**src/rtl/motor_ramp_ctrl.sv**
```systemverilog
`default_nettype none
// ============================================================================
//  Module   : motor_ramp_ctrl
//  Purpose  : Command-conditioning stage in front of the PWM motor driver.
//             Accepts signed speed commands over valid/ready, slew-limits
//             the duty cycle, and sequences direction reversals as
//             decelerate -> dead time (enable low) -> flip -> accelerate.
//  Ports    : clk, rst        clock, asynchronous active-high reset
//             estop           emergency stop (only with MOTOR_RAMP_ESTOP_EN)
//             cmd_valid/ready speed command handshake
//             cmd_speed[8:0]  signed speed, sign = direction, |x| = duty
//             duty_cycle[7:0] duty to the PWM driver
//             direction       1 = forward, 0 = reverse
//             enable          driver enable
//             at_target       settled at commanded duty/direction
//             busy            inverse of at_target
//  Options  : define MOTOR_RAMP_ESTOP_EN to add the estop input and logic.
//  Revision : 1.0 - initial release
// ============================================================================
module motor_ramp_ctrl #(
    parameter int STEP_DIV   = 1000,  // clocks per ramp tick (>= 1)
    parameter int STEP       = 4,     // duty change per tick (1..255)
    parameter int DEAD_TICKS = 8      // enable-low ticks before a flip (>= 1)
) (
    input  logic       clk,
    input  logic       rst,
`ifdef MOTOR_RAMP_ESTOP_EN
    input  logic       estop,
`endif
    input  logic       cmd_valid,
    output logic       cmd_ready,
    input  logic [8:0] cmd_speed,
    output logic [7:0] duty_cycle,
    output logic       direction,
    output logic       enable,
    output logic       at_target,
    output logic       busy
);

    // ------------------------------------------------------------------
    // Constants
    // ------------------------------------------------------------------
    localparam int             c_PW    = (STEP_DIV > 1) ? $clog2(STEP_DIV) : 1;
    localparam logic [c_PW-1:0] c_PMAX = c_PW'(STEP_DIV - 1);
    localparam int             c_DW    = $clog2(DEAD_TICKS + 1);
    localparam logic [c_DW-1:0] c_DEAD = c_DW'(DEAD_TICKS);
    localparam logic [c_DW-1:0] c_DONE = c_DW'(1);
    localparam logic [7:0]     c_STEP  = 8'(STEP);

    localparam logic [2:0] c_IDLE    = 3'd0;
    localparam logic [2:0] c_RAMP    = 3'd1;
    localparam logic [2:0] c_HOLD    = 3'd2;
    localparam logic [2:0] c_REVERSE = 3'd3;
    localparam logic [2:0] c_DEADT   = 3'd4;

    // ------------------------------------------------------------------
    // State
    // ------------------------------------------------------------------
    logic [2:0]      r_state;
    logic [7:0]      r_duty;
    logic            r_dir;
    logic [7:0]      r_tgt_mag;
    logic            r_tgt_dir;
    logic [c_PW-1:0] r_presc;
    logic [c_DW-1:0] r_dead_cnt;

    logic [2:0]      w_state_nxt;
    logic [7:0]      w_duty_nxt;
    logic            w_dir_nxt;
    logic [c_DW-1:0] w_dead_nxt;

    logic            w_tick;
    logic            w_accept;
    logic [8:0]      w_cmd_abs;
    logic [7:0]      w_cmd_mag;
    logic            w_dir_mis;
    logic            w_tgt_nz;
    logic [7:0]      w_step_tgt;
    logic [7:0]      w_step_zero;

    // Move cur toward goal by at most STEP; lands exactly on goal when closer.
    function automatic logic [7:0] f_step(input logic [7:0] cur, input logic [7:0] goal);
        logic [7:0] diff;
        if (cur < goal) begin
            diff   = goal - cur;
            f_step = (diff > c_STEP) ? cur + c_STEP : goal;
        end else begin
            diff   = cur - goal;
            f_step = (diff > c_STEP) ? cur - c_STEP : goal;
        end
    endfunction

    // ------------------------------------------------------------------
    // Free-running tick prescaler
    // ------------------------------------------------------------------
    assign w_tick = (r_presc == c_PMAX);

    always_ff @(posedge clk or posedge rst) begin
        if (rst) begin
            r_presc <= '0;
        end else if (w_tick) begin
            r_presc <= '0;
        end else begin
            r_presc <= r_presc + c_PW'(1);
        end
    end

    // ------------------------------------------------------------------
    // Command capture
    // ------------------------------------------------------------------
`ifdef MOTOR_RAMP_ESTOP_EN
    assign cmd_ready = (r_state != c_DEADT) && !estop;
`else
    assign cmd_ready = (r_state != c_DEADT);
`endif
    assign w_accept  = cmd_valid && cmd_ready;

    // -256 has magnitude 256, which saturates to full duty.
    assign w_cmd_abs = cmd_speed[8] ? (~cmd_speed + 9'd1) : cmd_speed;
    assign w_cmd_mag = w_cmd_abs[8] ? 8'hFF : w_cmd_abs[7:0];

    always_ff @(posedge clk or posedge rst) begin
        if (rst) begin
            r_tgt_mag <= 8'd0;
            r_tgt_dir <= 1'b1;
        end else begin
`ifdef MOTOR_RAMP_ESTOP_EN
            if (estop) begin
                r_tgt_mag <= 8'd0;
            end else
`endif
            if (w_accept) begin
                r_tgt_mag <= w_cmd_mag;
                // A zero command carries no sign information; keep the old one.
                if (w_cmd_abs != 9'd0) begin
                    r_tgt_dir <= ~cmd_speed[8];
                end
            end
        end
    end

    // ------------------------------------------------------------------
    // Ramp / reversal state machine
    // ------------------------------------------------------------------
    assign w_dir_mis   = (r_tgt_dir != r_dir);
    assign w_tgt_nz    = (r_tgt_mag != 8'd0);
    assign w_step_tgt  = f_step(r_duty, r_tgt_mag);
    assign w_step_zero = f_step(r_duty, 8'd0);

    always_comb begin
        w_state_nxt = r_state;
        w_duty_nxt  = r_duty;
        w_dir_nxt   = r_dir;
        w_dead_nxt  = r_dead_cnt;

        case (r_state)
            c_IDLE: begin
                w_duty_nxt = 8'd0;
                if (w_tgt_nz) begin
                    if (w_dir_mis) begin
                        w_state_nxt = c_DEADT;
                        w_dead_nxt  = c_DEAD;
                    end else begin
                        w_state_nxt = c_RAMP;
                    end
                end
            end

            c_RAMP: begin
                if (w_dir_mis && w_tgt_nz) begin
                    w_state_nxt = c_REVERSE;
                end else if (w_tick) begin
                    w_duty_nxt = w_step_tgt;
                    if (w_step_tgt == r_tgt_mag) begin
                        w_state_nxt = w_tgt_nz ? c_HOLD : c_IDLE;
                    end
                end
            end

            c_HOLD: begin
                if (w_dir_mis && w_tgt_nz) begin
                    w_state_nxt = c_REVERSE;
                end else if (r_tgt_mag != r_duty) begin
                    w_state_nxt = c_RAMP;
                end
            end

            c_REVERSE: begin
                // A command that cancels the reversal returns to a normal
                // ramp from the current duty without any dead time.
                if (!w_dir_mis || !w_tgt_nz) begin
                    w_state_nxt = c_RAMP;
                end else begin
                    if (w_tick) begin
                        w_duty_nxt = w_step_zero;
                    end
                    if ((w_tick ? w_step_zero : r_duty) == 8'd0) begin
                        w_state_nxt = c_DEADT;
                        w_dead_nxt  = c_DEAD;
                    end
                end
            end

            c_DEADT: begin
                w_duty_nxt = 8'd0;
                if (w_tick) begin
                    if (r_dead_cnt <= c_DONE) begin
                        w_dead_nxt  = '0;
                        w_dir_nxt   = r_tgt_dir;
                        w_state_nxt = w_tgt_nz ? c_RAMP : c_IDLE;
                    end else begin
                        w_dead_nxt = r_dead_cnt - c_DONE;
                    end
                end
            end

            default: begin
                w_state_nxt = c_IDLE;
                w_duty_nxt  = 8'd0;
            end
        endcase

`ifdef MOTOR_RAMP_ESTOP_EN
        // Emergency stop overrides everything but keeps the last direction.
        if (estop) begin
            w_state_nxt = c_IDLE;
            w_duty_nxt  = 8'd0;
            w_dir_nxt   = r_dir;
        end
`endif
    end

    always_ff @(posedge clk or posedge rst) begin
        if (rst) begin
            r_state    <= c_IDLE;
            r_duty     <= 8'd0;
            r_dir      <= 1'b1;
            r_dead_cnt <= '0;
        end else begin
            r_state    <= w_state_nxt;
            r_duty     <= w_duty_nxt;
            r_dir      <= w_dir_nxt;
            r_dead_cnt <= w_dead_nxt;
        end
    end

    // ------------------------------------------------------------------
    // Outputs (decoded from registered state, so glitch-free)
    // ------------------------------------------------------------------
    assign duty_cycle = r_duty;
    assign direction  = r_dir;
    assign enable     = (r_state == c_RAMP) || (r_state == c_HOLD) ||
                        (r_state == c_REVERSE);
    assign at_target  = (r_state == c_IDLE) || (r_state == c_HOLD);
    assign busy       = ~at_target;

endmodule
`default_nettype wire

```
**config.mk**
```make
export PLATFORM = sky130hd
export DESIGN_NAME = motor_ramp_ctrl
export DESIGN_NICKNAME = d
export VERILOG_FILES = /design/src/rtl/motor_ramp_ctrl.sv
export SDC_FILE = /design/constraint.sdc
export NUM_CORES = 1
export LEC_CHECK = 0
export ABC_AREA = 1
export CORE_UTILIZATION = 50
export CTS_CLUSTER_DIAMETER = 120
export CTS_CLUSTER_SIZE = 24
export DETAILED_ROUTE_END_ITERATION = 10
export PLACE_DENSITY = 0.69
export SLEW_MARGIN = 20
export SYNTH_ARGS = -nofsm -noshare
export SYNTH_HDL_FRONTEND = slang
export SYNTH_SLANG_ARGS = --single-unit
```
**constraint.sdc**
```tcl
create_clock -name clk -period 7.7 [get_ports clk]
set_input_delay 1.54 -clock clk [delete_from_list [all_inputs] [get_ports clk]]
set_output_delay 1.54 -clock clk [all_outputs]
set_load 0.03 [all_outputs]
```
Word-level counts from Yosys, hierarchy flattened
Index checks and enable logic that the tools add are counted.
Storage, ports and cells
  output and inout port bits: 13
  bits of input ports: 12
  flip-flop bits (word level): 35
Cells by class
  equality and inequality tests: 21
  add/sub/neg operators: 8
  multiplexer cells: 35
  $lt $le $gt $ge: 7
  bitwise operators: 4
  reduce and logical (&&, ||, !) cells: 18
Operators by type and width (count)
  two-way mux 8 bit: 11
  two-way mux 3 bit: 11
  greater-than comparator 8 x 3 -> 1 bit, second input constant: 4
  two-way mux 4 bit: 6
  case mux 8 bit (3 select lines): 1
  != test 2 bit, second input constant: 8
  subtractor 8 bit: 2
  != test 3 bit, second input constant: 5
  case mux 3 bit (5 select lines): 1
  case mux 4 bit (3 select lines): 1
  adder 10 x 1 -> 10 bit, second input constant: 1
  == test 10 bit, second input constant: 1
  two-way mux 10 bit: 1
  adder 9 x 1 -> 9 bit, second input constant: 1
  two-way mux 9 bit: 1
  inverter 9 bit: 1
  nonzero test 9 bit: 1
  adder 8 x 3 -> 8 bit, second input constant: 1
  == test 8 bit: 1
  logical NOT 8 bit: 1
  < comparator 8 x 1 -> 1 bit, second input constant: 1
  < comparator 8 bit: 1
  != test 8 bit: 1
  nonzero test 8 bit: 1
  other kinds (21): 29

Logic depth before layout (Yosys ltp)
  depth after elaboration: 9
  depth in mapped cells: 25
  mapped depth without buffers: 24

Least setup slack after synthesis
OpenSTA, ideal clock, no wires.
  path type: in2reg
  start point: input cmd_speed[0]
  end point: register r_tgt_dir
  setup slack: 4.793 ns
  stages: 11
  data arrival time: 2.829 ns
  path buffers: 0
  cells stage by stage: inv_1 -> ha_1 -> inv_1 -> nor3_1 -> nor2_1 -> xor2_1 -> nor3_1 -> nand2_1 -> o31ai_1 -> nand2_1 -> o21ai_0
Between the ends
  longest elaborated chain between the ends: 5
Ends and longest elaborated chain
  start: declaration: RTL line 32  | input logic [8:0] cmd_speed,
  inverter 9 bit: RTL line 119  | assign w_cmd_abs = cmd_speed[8] ? (~cmd_speed + 9'd1) : cmd_speed;
  adder 9 x 1 -> 9 bit: RTL line 119
  two-way mux 9 bit *: RTL line 119
  nonzero test 9 bit *: RTL line 135  | if (w_cmd_abs != 9'd0) begin
  AND reduction 2 bit (no line) *
  end signal: assignment: RTL line 136  | r_tgt_dir <= ~cmd_speed[8];
  end: declaration: RTL line 63  | logic r_tgt_dir;
Every way passes the cells marked *; elsewhere a longest branch is shown, timed or not.
A chain may end at the register's enable or synchronous reset.

Worst setup path after layout
  start point: register r_duty[2], in the netlist duty_cycle[2]
  end point: register r_state[2]
Between the ends
  longest elaborated chain between the ends: 8
  elaborated cells between the ends (all ways): 25
  classes of those cells: 5 x add/sub; 6 x order compare; 5 x eq/ne; 7 x mux; 2 x reduce/logical
Ends and longest elaborated chain
  start: declaration: RTL line 60  | logic [7:0] r_duty;
  start signal: assignment: RTL line 241  | r_duty <= w_duty_nxt;
  subtractor 1 x 8 -> 8 bit: RTL line 85  | diff = goal - cur;
  greater-than comparator 8 x 3 -> 1 bit: RTL line 86  | f_step = (diff > c_STEP) ? cur + c_STEP : goal;
  two-way mux 8 bit: RTL line 86
  two-way mux 8 bit: RTL line 84  | if (cur < goal) begin
  two-way mux 8 bit: RTL line 197  | if ((w_tick ? w_step_zero : r_duty) == 8'd0) begin
  logical NOT 8 bit: RTL line 197
  != test 3 bit (no line)
  AND reduction 7 bit (no line) *
  end signal: assignment: RTL line 235  | r_state <= c_IDLE;
  end signal: assignment: RTL line 240  | r_state <= w_state_nxt;
  end: declaration: RTL line 59  | logic [2:0] r_state;
Marks and branches as above.

==> impl_metrics.json <==
{
  "via_per_inst": 5.504,
  "synth_compound_area_share_pct": 9.743,
  "synth_top_area_share_pct": 22.96,
  "track_usage_pct": 27.13,
  "ys.flop_type": "dfrtp_1",
  "ant_nets": 0,
  "drv_cap": 0,
  "grt_pass1_wl_um": 16220,
  "post-cts-setup-buffers": 0,
  "max-vdd-ir-drop_mv": 0.1552,
  "synth_top_family_by_area": "simple AND/OR/NAND/NOR gates",
  "clkTransAtPathRegs_ns": 0.09,
  "grt_max_degree": 36,
  "synth_area_leaders": "dfrtp_1, nand2_1, nand3_1, inv_1, ha_1",
  "clock_latency_ns": 0.29,
  "holdBufCountCts": 0,
  "r2r_start": "duty_cycle[2]",
  "dr.max_layer_used": "met4",
  "cts_buffer_depth": 2,
  "syn-num-nets": 617,
  "die_h_um": 86.81,
  "num_vias": 3875,
  "critPathKind": "flop to flop",
  "utilization_pct": 58.87,
  "p_leak_nw": 2.103,
  "initial_core_util_pct": 52.35,
  "final_net_count": 642,
  "ys_seq_area_share_pct": 24.43,
  "hold_viol": 0,
  "dpl.hpwl_um": 7538,
  "fmax_mhz": 273.5,
  "crit_start": "duty_cycle[2]",
  "cts_max_level": 2,
  "synth_area_leader_cell": "dfrtp_1",
  "r2r-end": "r_state[2]",
  "tns_ns": 0,
  "cts_sinks": 35,
  "dieArea_um2": 7535,
  "reg2reg_slack_ns": 4.04,
  "ctsResizeCount": 0,
  "synth.ff_latch_count": 35,
  "finalCritPeriodShare_pct": 47.49,
  "endpoint": "r_state[2]",
  "synth_fa_ha_area_share_pct": 8.212,
  "drive_above_1_share_pct": 6.086,
  "num_io_pins": 25,
  "synth-edff-count": 0,
  "fin_crit_ns": 3.656,
  "reg2reg_depth": 21,
  "fin_skew_ns": 0.009395,
  "gp_congestion": 0.9650,
  "ys_types": 37,
  "power.density_nw_per_um2": 444.7,
  "syn_avg_cell_area_um2": 6.179,
  "synthSimpleGateAreaFrac_pct": 42.38,
  "fp.coreArea_um2": 6869,
  "row_count": 30,
  "status": "completed",
  "wl_per_cell_um": 13.74,
  "ys_async_sr_fraction_pct": 100.0,
  "setup_ws_ns": 4.044,
  "drt_iter0_drc": 428,
  "port_buffers": 24,
  "fp.dieW_um": 86.81,
  "hp-class": "flop to flop",
  "route.met2.wl_um": 4438,
  "drc": 0,
  "routed_wl_um": 9676,
  "cp-end-kind": "flop",
  "drtPass1Iterations": 6,
  "tightest_slew_ns": 0.8551,
  "grt_pass1_vias": 3496,
  "setup_viol": 0,
  "slew_violations": 0,
  "rsz0062_at_grt": "false",
  "antenna_found_initial": 0,
  "synth_cells": 582,
  "synth_commonest_cells": "nand2_1, inv_1, nand3_1, nor2_1, dfrtp_1",
  "worst_ep_arrival_time_ns": 3.83,
  "dr_wl_met3_um": 794,
  "globalRouteOverflowTotal": 0,
  "start_kind": "flop",
  "yosysWarningCount": 0,
  "cp.required_ns": 7.88,
  "cts_buffers": 5,
  "yosysMostFrequentCell": "nand2_1",
  "cts_tree": "yes",
  "clock-root-buffer": "clkbuf_8",
  "place_ws_ns": 4.123,
  "syn_area_um2": 3596,
  "diodes": 0,
  "area_delta_synth_final_pct": 12.46,
  "critPathMaxFanout": 11,
  "synthMuxAreaShare_pct": 0.3132,
  "synthXorXnorAreaFrac_pct": 4.141,
  "slew_headroom_pct": 42.56,
  "met1_length_um": 4289
}
cell families after synthesis:
logic type	count (synthesis)
xor gates and xnor gates	17
AOI/OAI and AO/OA	59
muxes	1
DFF	35
buffers and inverters	100
and+or+nand+nor	347
adders and majority gates	23
layout make-up:
class / instances / area, um^2
fill: 689 / 2825
multi-input combinational: 447 / 2332
sequential: 35 / 878.3
inverter: 92 / 345.3
timing repair buffer: 26 / 255.2
tap: 96 / 120.1
clock buffer: 5 / 68.82
clock inverter: 3 / 43.79
routing by layer:
metal / GRT usage, % / up-vias
li1: - / 1927
met1: 37.69 / 1762
met2: 43.59 / 173
met3: 4.762 / 13
met4: 6.818 / 0
met5: 0 / -
worst max-delay path, stage by stage (launching register included):
cell and delay (ns):
dfrtp_1 0.55, inv_1 0.17, ha_1 0.41, or2_1 0.28
nand3_1 0.12, nand2_1 0.06, nand2_1 0.05, nand2_1 0.04
nor2_1 0.58, nand2_2 0.30, nand2_1 0.12, nand3_1 0.09
nand2_1 0.13, nand2_1 0.05, nand2_1 0.06, nand2_1 0.05
nor2_1 0.10, nand2_1 0.10, nand2_2 0.10, nand2_2 0.07
nand2_1 0.07, nand2_1 0.05
placed cells by master (no fill, tap or decap), types with 15 or more instances in the layout:
cell,count
nand2_1,165
inv_1,91
nand3_1,86
nor2_1,49
dfrtp_1,33
clkdlybuf4s50_1,24
ha_1,22
o21ai_0,16
nor3_1,16
a21oi_1,15
worst min-delay path by stage:
stage,depth (start not counted),to,slack [ns],startpoint
after floorplan,2,r_dead_cnt[1],0.47,r_dead_cnt[1]
after CTS,2,r_dead_cnt[1],0.52,r_dead_cnt[1]
after global routing,2,r_dead_cnt[3],0.53,r_dead_cnt[3]
final,2,r_tgt_dir,0.51,r_tgt_dir
after detailed placement,2,r_dead_cnt[1],0.50,r_dead_cnt[1]
after global placement,2,r_dead_cnt[1],0.50,r_dead_cnt[1]
through the flow:
step | power, mW | area (um^2) | hold slack, ns | cells
after floorplan | 1.296 | 3596 | 0.4742 | 582
after CTS | 1.778 | 4041 | 0.5170 | 704
final | 1.798 | 4044 | 0.5116 | 704
after global routing | 1.979 | 4044 | 0.5341 | 704
after detailed placement | 1.600 | 3929 | 0.4959 | 696
after global placement | 1.588 | 3929 | 0.4958 | 696
flip-flops by register name, summed over array words and instances, names as in the netlist:
| name | flops |
|---|---|
| r_presc | 10 |
| r_tgt_dir | 1 |
| r_tgt_mag | 8 |
| r_state | 3 |
| direction | 1 |
| r_dead_cnt | 4 |
| duty_cycle | 8 |
power breakdown:
part / total, mW / switching [mW] / internal, mW
Combinational: 1.31 / 0.863 / 0.444
Clock: 0.173 / 0.0764 / 0.0965
Sequential: 0.319 / 0.0841 / 0.235
Total: 1.80 / 1.02 / 0.775
(Power assumes the default switching activity.)
